<file path="config.mk">
export PLATFORM = sky130hd
export DESIGN_NAME = bht_predictor_param
export DESIGN_NICKNAME = d
export VERILOG_FILES = /design/src/rtl/bht_predictor_param.sv
export SDC_FILE = /design/constraint.sdc
export NUM_CORES = 1
export LEC_CHECK = 0
export CAP_MARGIN = 40
export CORE_ASPECT_RATIO = 1.25
export CORE_UTILIZATION = 60
export CTS_BUF_LIST = sky130_fd_sc_hd__clkbuf_4
export DETAILED_ROUTE_END_ITERATION = 10
export PLACE_DENSITY = 0.81
export SLEW_MARGIN = 20
export SYNTH_ARGS = -nofsm -noshare
export SYNTH_HDL_FRONTEND = slang
export SYNTH_SLANG_ARGS = --single-unit
</file>
<file path="constraint.sdc">
create_clock -name clk -period 8.3 [get_ports clk]
set_input_delay 1.66 -clock clk [delete_from_list [all_inputs] [get_ports clk]]
set_output_delay 1.66 -clock clk [all_outputs]
set_load 0.03 [all_outputs]
</file>
<file path="src/rtl/bht_predictor_param.sv">
// Fetch-stage branch predictor: decodes branch/jump/hlt, predicts from a table of
// saturating counters and tracks predicted branches in a circular in-flight queue.

module bht_ctr_cell #(
  parameter int                  CTR_BITS = 2,
  parameter logic [CTR_BITS-1:0] RST_VAL  = '0
) (
  input  logic                clk,
  input  logic                reset,
  input  logic                we,
  input  logic [CTR_BITS-1:0] wdata,
  output logic [CTR_BITS-1:0] ctr
);
  always_ff @(posedge clk or posedge reset) begin
    if (reset)   ctr <= RST_VAL;
    else if (we) ctr <= wdata;
  end
endmodule

module bht_predictor_param #(
  parameter int IDX_BITS   = 5,
  parameter int CTR_BITS   = 2,
  parameter int QDEPTH     = 4,
  parameter int FAST_TRAIN = 1
) (
  input  logic        clk,
  input  logic        reset,
  input  logic [31:0] instr_f,
  input  logic [31:0] pc4_f,
  input  logic        fetch_valid,
  input  logic        resolve_valid,
  input  logic        resolve_taken,
  output logic        is_branch,
  output logic        jump,
  output logic        hlt,
  output logic        predict_taken,
  output logic [31:0] npc_f,
  output logic        queue_full,
  output logic        mispredict,
  output logic        kill_decode,
  output logic [31:0] correct_pc,
  output logic        resolve_err
);
  localparam int TBL = 1 << IDX_BITS;
  localparam int PW  = $clog2(QDEPTH);
  localparam logic [CTR_BITS-1:0] CTR_MID = CTR_BITS'(1) << (CTR_BITS-1);
  localparam logic [CTR_BITS-1:0] CTR_WNT = CTR_MID - CTR_BITS'(1);
  localparam logic [CTR_BITS-1:0] CTR_MAX = '1;

  typedef struct packed {
    logic [IDX_BITS-1:0] idx;
    logic                pred;
    logic [31:0]         pc4;
    logic [31:0]         npc;
  } q_entry_t;

  logic [TBL-1:0][CTR_BITS-1:0] ctr_q;
  logic [TBL-1:0]               tbl_we;
  logic [CTR_BITS-1:0]          wr_ctr, rd_ctr;
  logic [IDX_BITS-1:0]          idx_f;
  logic [5:0]                   opc;

  q_entry_t       q_mem [QDEPTH];
  q_entry_t       head;
  logic [PW-1:0]  rd_ptr, wr_ptr;
  logic [PW:0]    q_count;
  logic           pop, push, flush;

  function automatic logic [CTR_BITS-1:0] ctr_next(input logic [CTR_BITS-1:0] c, input logic t);
    // Weak states jump straight to the saturated end when fast training is on.
    if (FAST_TRAIN != 0 && (c == CTR_WNT || c == CTR_MID)) return t ? CTR_MAX : '0;
    if (t) return (c == CTR_MAX) ? c : c + CTR_BITS'(1);
    return (c == '0) ? c : c - CTR_BITS'(1);
  endfunction

  assign opc   = instr_f[31:26];
  assign idx_f = pc4_f[IDX_BITS+1:2];
  assign head  = q_mem[rd_ptr];

  always_comb begin
    is_branch = 1'b0;
    jump      = 1'b0;
    hlt       = 1'b0;
    npc_f     = '0;
    case (opc)
      6'h01, 6'h04, 6'h05, 6'h06, 6'h07: begin
        is_branch = 1'b1;
        npc_f     = pc4_f + {{14{instr_f[15]}}, instr_f[15:0], 2'b00};
      end
      6'h02, 6'h03: begin
        jump  = 1'b1;
        npc_f = {pc4_f[31:28], instr_f[25:0], 2'b00};
      end
      6'h3C:   hlt = 1'b1;
      default: ;
    endcase
  end

  assign queue_full = (q_count == (PW+1)'(QDEPTH));
  assign pop        = resolve_valid && (q_count != '0);
  assign flush      = pop && (head.pred != resolve_taken);
  assign wr_ctr     = ctr_next(ctr_q[head.idx], resolve_taken);
  // Write-first: a resolve training the fetched index this cycle is seen immediately.
  assign rd_ctr        = (pop && head.idx == idx_f) ? wr_ctr : ctr_q[idx_f];
  assign predict_taken = is_branch && (rd_ctr >= CTR_MID);
  assign push          = fetch_valid && is_branch && (!queue_full || pop) && !flush;

  always_comb begin
    tbl_we = '0;
    if (pop) tbl_we[head.idx] = 1'b1;
  end

  for (genvar i = 0; i < TBL; i++) begin : g_tbl
    bht_ctr_cell #(.CTR_BITS(CTR_BITS), .RST_VAL(CTR_WNT)) u_ctr (
      .clk   (clk),
      .reset (reset),
      .we    (tbl_we[i]),
      .wdata (wr_ctr),
      .ctr   (ctr_q[i])
    );
  end

  // Entry storage needs no reset: q_count gates every read.
  always_ff @(posedge clk) begin
    if (push) q_mem[wr_ptr] <= '{idx: idx_f, pred: predict_taken, pc4: pc4_f, npc: npc_f};
  end

  always_ff @(posedge clk or posedge reset) begin
    if (reset) begin
      rd_ptr  <= '0;
      wr_ptr  <= '0;
      q_count <= '0;
    end else if (flush) begin
      rd_ptr  <= '0;
      wr_ptr  <= '0;
      q_count <= '0;
    end else begin
      if (push) wr_ptr <= wr_ptr + PW'(1);
      if (pop)  rd_ptr <= rd_ptr + PW'(1);
      case ({push, pop})
        2'b10:   q_count <= q_count + (PW+1)'(1);
        2'b01:   q_count <= q_count - (PW+1)'(1);
        default: ;
      endcase
    end
  end

  always_ff @(posedge clk or posedge reset) begin
    if (reset) begin
      mispredict  <= 1'b0;
      kill_decode <= 1'b0;
      correct_pc  <= '0;
      resolve_err <= 1'b0;
    end else begin
      mispredict  <= flush;
      kill_decode <= flush;
      if (flush) correct_pc <= resolve_taken ? head.npc : head.pc4;
      if (resolve_valid && q_count == '0) resolve_err <= 1'b1;
    end
  end
endmodule
</file>
Word-level counts from Yosys, hierarchy flattened
Memory sizes are Yosys's and may differ from the RTL's.
Cells that the tools add are included.
- bits in registers: 105
- memory bits (writable): 280
- bits of input ports: 69
- word-level logic and storage cells: 118
- memories: 1
- memories (memory ; words ; width ; rd ports ; clocked after Yosys merged registers in ; wr ports ; RTL line ; text):
    q_mem ; 4 ; 70 ; 1 ; 0 ; 1 ; 63 ; q_entry_t q_mem [QDEPTH];
- $add $sub $neg: 7
- $lt $le $gt $ge: 4
- equal/unequal tests: 16
- mux-type cells: 31
- reductions and logical operators: 21
- operator list (kind ; number):
    2-to-1 mux 32 bit ; 2
    one-hot mux 32 bit (2 select lines) ; 1
    adder 32 bit ; 1
    2-to-1 mux 2 bit ; 14
    == test 6 x 3 -> 1 bit, second input constant ; 4
    binary-select mux 2 bit (select 5 bit) ; 2
    == test 6 x 2 -> 1 bit, second input constant ; 2
    < comparator 5 x 6 -> 1 bit, second input constant ; 2
    logical AND 1 bit ; 9
    2-to-1 mux 1 bit ; 9
    adder 2 x 1 -> 2 bit, second input constant ; 3
    == test 2 bit, second input constant ; 3
    == test 6 x 1 -> 1 bit, second input constant ; 1
    == test 6 bit, second input constant ; 1
    one-hot mux 3 bit (2 select lines) ; 1
    nonzero test 3 bit ; 2
    demux 1 bit (select 5 bit) ; 1
    == test 5 bit ; 1
    >= comparator 5 x 1 -> 1 bit, second input constant ; 1
    OR reduction 5 bit ; 1
    == test 2 x 1 -> 1 bit, second input constant ; 2
    nonzero test 2 bit ; 2
    adder 3 x 1 -> 3 bit, second input constant ; 1
    == test 3 bit, second input constant ; 1
    other kinds (10) ; 12

Depth between registers and ports, before layout
An unclocked memory read counts as a cell.
- depth after elaboration: 12
- depth in mapped cells: 14
- mapped depth without buffers: 12

Modules after synthesis
A second synthesis with hierarchy kept.
- cell total of the unflattened synthesis: 1153
- area total of the unflattened synthesis: 17020.1 µm²
- by module, submodules not included (module ; times used ; cells an instance ; area an instance (µm²)):
    bht_predictor_param ; 1 ; 993 ; 14537.7
    bht_ctr_cell ; 32 ; 5 ; 77.6

Worst setup path after synthesis
No wires, ideal clock.
- kind: in2out
- start: input pc4_f[3]
- end: output npc_f[24]
- arrival time: 4.617 ns
- data required time: 6.640 ns
- setup slack: 2.023 ns
- stages on the path: 11
- path buffers: 1
- cell sequence: clkbuf_1 -> inv_1 -> fa_1 -> nor2b_4 -> o31ai_2 -> a2111oi_4 -> o32ai_2 -> o31ai_1 -> a21oi_1 -> xor2_1 -> o21ai_0
- cells in the longest elaborated chain, start to end: 2
- RTL lines (what ; RTL line ; text):
    from (decl) ; 29 ; input logic [31:0] pc4_f,
    adder 32 bit ; 88 ; npc_f = pc4_f + {{14{instr_f[15]}}, instr_f[15:0], 2'b00};
    one-hot mux 32 bit (2 select lines) ; 85 ; case (opc)
    to (decl) ; 37 ; output logic [31:0] npc_f,
Every way passes these cells.

Final worst setup path
- start: register rd_ptr[0]
- end: output predict_taken
- cells in the longest elaborated chain, start to end: 11
- elaborated cells between the ends (all ways): 21
- those cells by class: add/sub (2); order compare (1); eq/ne (4); mux (9); reduce/logical (4); memory (1)
- RTL lines (what ; RTL line ; text):
    from (decl) ; 65 ; logic [PW-1:0] rd_ptr, wr_ptr;
    from (signal assigned) ; 139 ; if (pop) rd_ptr <= rd_ptr + PW'(1);
    memory (4 x 70 bit) (*) ; - ;
    binary-select mux 2 bit (select 5 bit) ; 102 ; assign wr_ctr = ctr_next(ctr_q[head.idx], resolve_taken);
    2-to-1 mux 2 bit (implied by the code) ; 102 ;
    adder 2 x 1 -> 2 bit or == test 2 bit (tied branches) ; 72 ; if (t) return (c == CTR_MAX) ? c : c + CTR_BITS'(1);
    2-to-1 mux 2 bit (2 in a row) ; 72 ;
    2-to-1 mux 2 bit ; 73 ; return (c == '0) ? c : c - CTR_BITS'(1);
    2-to-1 mux 2 bit ; 72 ;
    2-to-1 mux 2 bit (*) ; 104 ; assign rd_ctr = (pop && head.idx == idx_f) ? wr_ctr : ctr_q[idx_f];
    >= comparator 2 bit (*) ; 105 ; assign predict_taken = is_branch && (rd_ctr >= CTR_MID);
    logical AND 1 bit (*) ; 105 ;
    to (decl) ; 36 ; output logic predict_taken,
Mark *: on every way between the ends. The rest lies on a longest branch, timed or not. The select of a mux whose other input is x is not followed.

==> metrics.md <==
| Metric | Value |
|---|---|
| Status | `finished clean` |
| Share of post-route cells with drive strength above 1 | `0.2535` |
| Worst vdd ir | `0.0001485 V` |
| Clk_lat worst skew | `770 ps` |
| Req. time, crit path | `6640 ps` |
| Crit-path max cell delay | `850 ps` |
| Worst Hold Depth | `1` |
| Avg WL per Cell | `22.12 um` |
| Largest net degree at the start of global routing | `73` |
| Filler cells | `1,841` |
| Crit path arrival time | `5740 ps` |
| Hold Path Class | `register to register` |
| Initial DRT Pass Iterations | `8` |
| Slowest CP cell | `mux4_2` |
| Initial antenna violation count | `6` |
| Reg-to-Reg Start | `rd_ptr[0]$_DFFE_PP0P_` |
| Syn Inst Count | `1,153` |
| Met1 wire length | `14.67 mm` |
| Crit-path max FO | `21` |
| Cell taking the most area after synthesis | `edfxtp_1` |
| Share of the yosys chip area belonging to registers | `0.6156` |
| CP Cell Sequence | `mux4_2 -> buf_16 -> buf_4 -> nor2b_1 -> a211oi_1 -> a21oi_1 -> o22ai_1 -> nor4_2 -> ha_1 -> inv_1 -> a21oi_1 -> a31oi_2 -> a41oi_1 -> nor2_1 -> clkdlybuf4s50_1` |
| Peak Freq | `135.1 MHz` |
| Reg-to-Reg End | `g_tbl[28].u_ctr.ctr[0]$_DFFE_PP1P_` |
| CTS root buf | `clkbuf_4` |
| Yosys warnings | `0` |
| Synthesized Nets | `1,261` |
| LEAKAGE | `0.007296 uW` |
| Post-DRT Antenna Nets | `0` |
| Routability cong. | `0.9823` |
| Setup-failing EPs final | `0` |
| Most frequent cell after synthesis | `edfxtp_1` |
| Max Buffers Root-to-Sink | `3` |
| Most common flop cell mapped by yosys | `edfxtp_1` |
| Clk sinks | `365` |
| Max-slew headroom | `0.4460` |
| Post-DP HPWL | `25.48 mm` |
| Final worst path period share | `0.8918` |
| Number of global-route vias before repair | `11.36k` |
| PwrDens | `290.7 nW/um^2` |
| Met2 routed WL | `20.74 mm` |
| GRT Total Usage | `0.2812` |
| R2R setup slack | `3750 ps` |
| Crit path time final | `7402 ps` |
| Area of the die | `29,040 sq um` |
| Min-delay src | `resolve_err$_DFFE_PP0P_` |
| Async SR Flop Fraction | `0.2877` |
| First-pass GRT wire length | `61.49 mm` |
| Register area | `10,480 sq um` |
| WL met3 | `2.423 mm` |
| Via-to-Cell Ratio | `6.130` |
| Max Cap Viol | `0` |
| Pin slew with the least headroom to its limit | `831.0 ps` |
| Crit Path Category | `register to output port` |
| Drt drc | `0` |
| Placed Cells | `1,604` |
| Die height | `190.3 um` |
| Final hold violation count | `0` |
| WL final | `39.27 mm` |
| H-tree depth | `3` |
| Post-CTS Resized | `0` |
| Final Instance Area | `20,030 sq um` |
| RSZ-0062 raised after global routing | `no` |
| Synthesized area per cell | `14.76 sq um` |
| Top cell type's share of synthesized area | `0.4589` |
| Hold buffer count at CTS | `0` |
| Area occupied by multi-input gates | `6196 sq um` |
| Mapped cell area | `17,020 sq um` |
| Num ports | `141` |
| Hold EP | `resolve_err$_DFFE_PP0P_` |
| Area of the core | `27,740 sq um` |
| Critical Path End Type | `output port` |
| Post-CTS setup buffers | `0` |
| Die Wd | `152.6 um` |
| Placed inst area | `18,830 sq um` |
| Top Metal Used | `met5` |
| Netlist cell types | `68` |
| Tot Pwr | `5823 uW` |
| Slew Viols, Final | `0` |
| Most used cell, CP | `a21oi_1` |
| Layout Skew | `66.50 ps` |
| Row cnt | `68` |
| 1st-iter DRT viols | `663` |
| I/O Buffers | `140` |
| Starting Density | `0.6135` |
| CTS tree | `built` |
| Nature of the critical path startpoint | `register` |
| Synth cell count leaders | `260 x edfxtp_1, 83 x a21oi_1, 74 x mux4_2` |
| Main area contributors after synthesis | `edfxtp_1 46%, dfrtp_1 11%, mux4_2 9.8%, dfstp_2 4.9%, mux2_2 4.2%` |
| Worst-path clk slew | `70 ps` |
| Non-filler instance count after layout | `1,775` |
| Via count | `10.88k` |
| Syn-to-layout area delta | `17.72%` |
| R2r worst-path depth | `14` |
| TNS Setup | `0 ps` |
| Post-synth EDFFs | `260` |
| Final nets | `1,453` |
| GRT Residual Overflow | `0` |
| Flops & latches, synth | `365` |
| CTS buffer count | `87` |
layer usage:
layer / vias to the layer above / GRT usage
met1: 5444 / 0.3319
met3: 102 / 0.05455
met2: 421 / 0.4940
li1: 4912 / -
met5: - / 0
met4: 2 / 0.1418
cells in the final DEF (no fill, tap or decap), types with 25 or more instances in the layout:
master           instances
nand2_1                 70
mux2i_1                 54
clkdlybuf4s50_1        139
dfstp_2                 32
nor2_1                  71
mux2_2                  64
a21oi_1                 83
dfrtp_1                 71
o21ai_0                 33
mux4_2                  74
clkinv_1                25
edfxtp_1               260
ha_1                    37
clkbuf_4               131
through the flow:
step | setup WS, ps | hold slack [ps] | util
after floorplan | 2023 | 489.2 | -
after global placement | 943.4 | 448.0 | 0.6745
after detailed placement | 872.5 | 457.5 | 0.6788
after CTS | 777.4 | 483.8 | 0.7205
after global routing | 587.0 | 504.9 | 0.7219
final | 898.1 | 481.6 | 0.7222
power breakdown:
| group | internal [uW] | leakage (uW) | switching [uW] |
|---|---|---|---|
| Combinational | 873 | 0.00303 | 1080 |
| Clock | 761 | 0.000685 | 719 |
| Sequential | 2230 | 0.00358 | 168 |
| Total | 3860 | 0.00730 | 1960 |
registers in the layout, indices dropped and copies added, names as in the netlist:
name / count
g_tbl.u_ctr.ctr: 64
wr_ptr: 2
q_count: 3
kill_decode: 1
resolve_err: 1
rd_ptr: 2
q_mem: 260
correct_pc: 32
critical path: cells and delay by family (launching register included):
family / cells / cell delay [ps]
flip-flops: 1 / 700
AO/OA/AOI/OAI: 6 / 840
AND/OR/NAND/NOR: 3 / 870
buffers and inverters: 4 / 1390
adder cells (fa/ha/maj): 1 / 310
multiplexers: 1 / 850
area by class of cell:
type	instances	area share
Inverter	18	0.003498
Clock inverter	33	0.008620
Clock buffer	131	0.04910
Sequential cell	365	0.5232
Tap cell	350	0.02186
Timing Repair Buffer	165	0.08377
Multi-Input combinational cell	708	0.3093
Antenna cell	5	0.0006246
kinds of logic after synthesis:
logic type	Yosys count	share of synthesized area
multiplexers	192	0.1721
flip-flops	365	0.6156
AND/OR/NAND/NOR	230	0.06501
AO/OA/AOI/OAI	213	0.07868
XOR/XNOR	34	0.01750
adder cells (fa/ha/maj)	39	0.02956
buffers and inverters	80	0.02155
how the worst max path moves through the flow:
stage                               start             to  slack [ps]  cells after the start
floorplan                        pc4_f[3]      npc_f[24]        2020                     11
global placement              instr_f[15]      npc_f[31]         940                     10
detailed placement            instr_f[15]      npc_f[31]         870                     10
CTS                 rd_ptr[0]$_DFFE_PP0P_  predict_taken         780                     15
global route        rd_ptr[0]$_DFFE_PP0P_  predict_taken         590                     15
finish              rd_ptr[0]$_DFFE_PP0P_  predict_taken         900                     15
(Power assumes the default switching activity.)
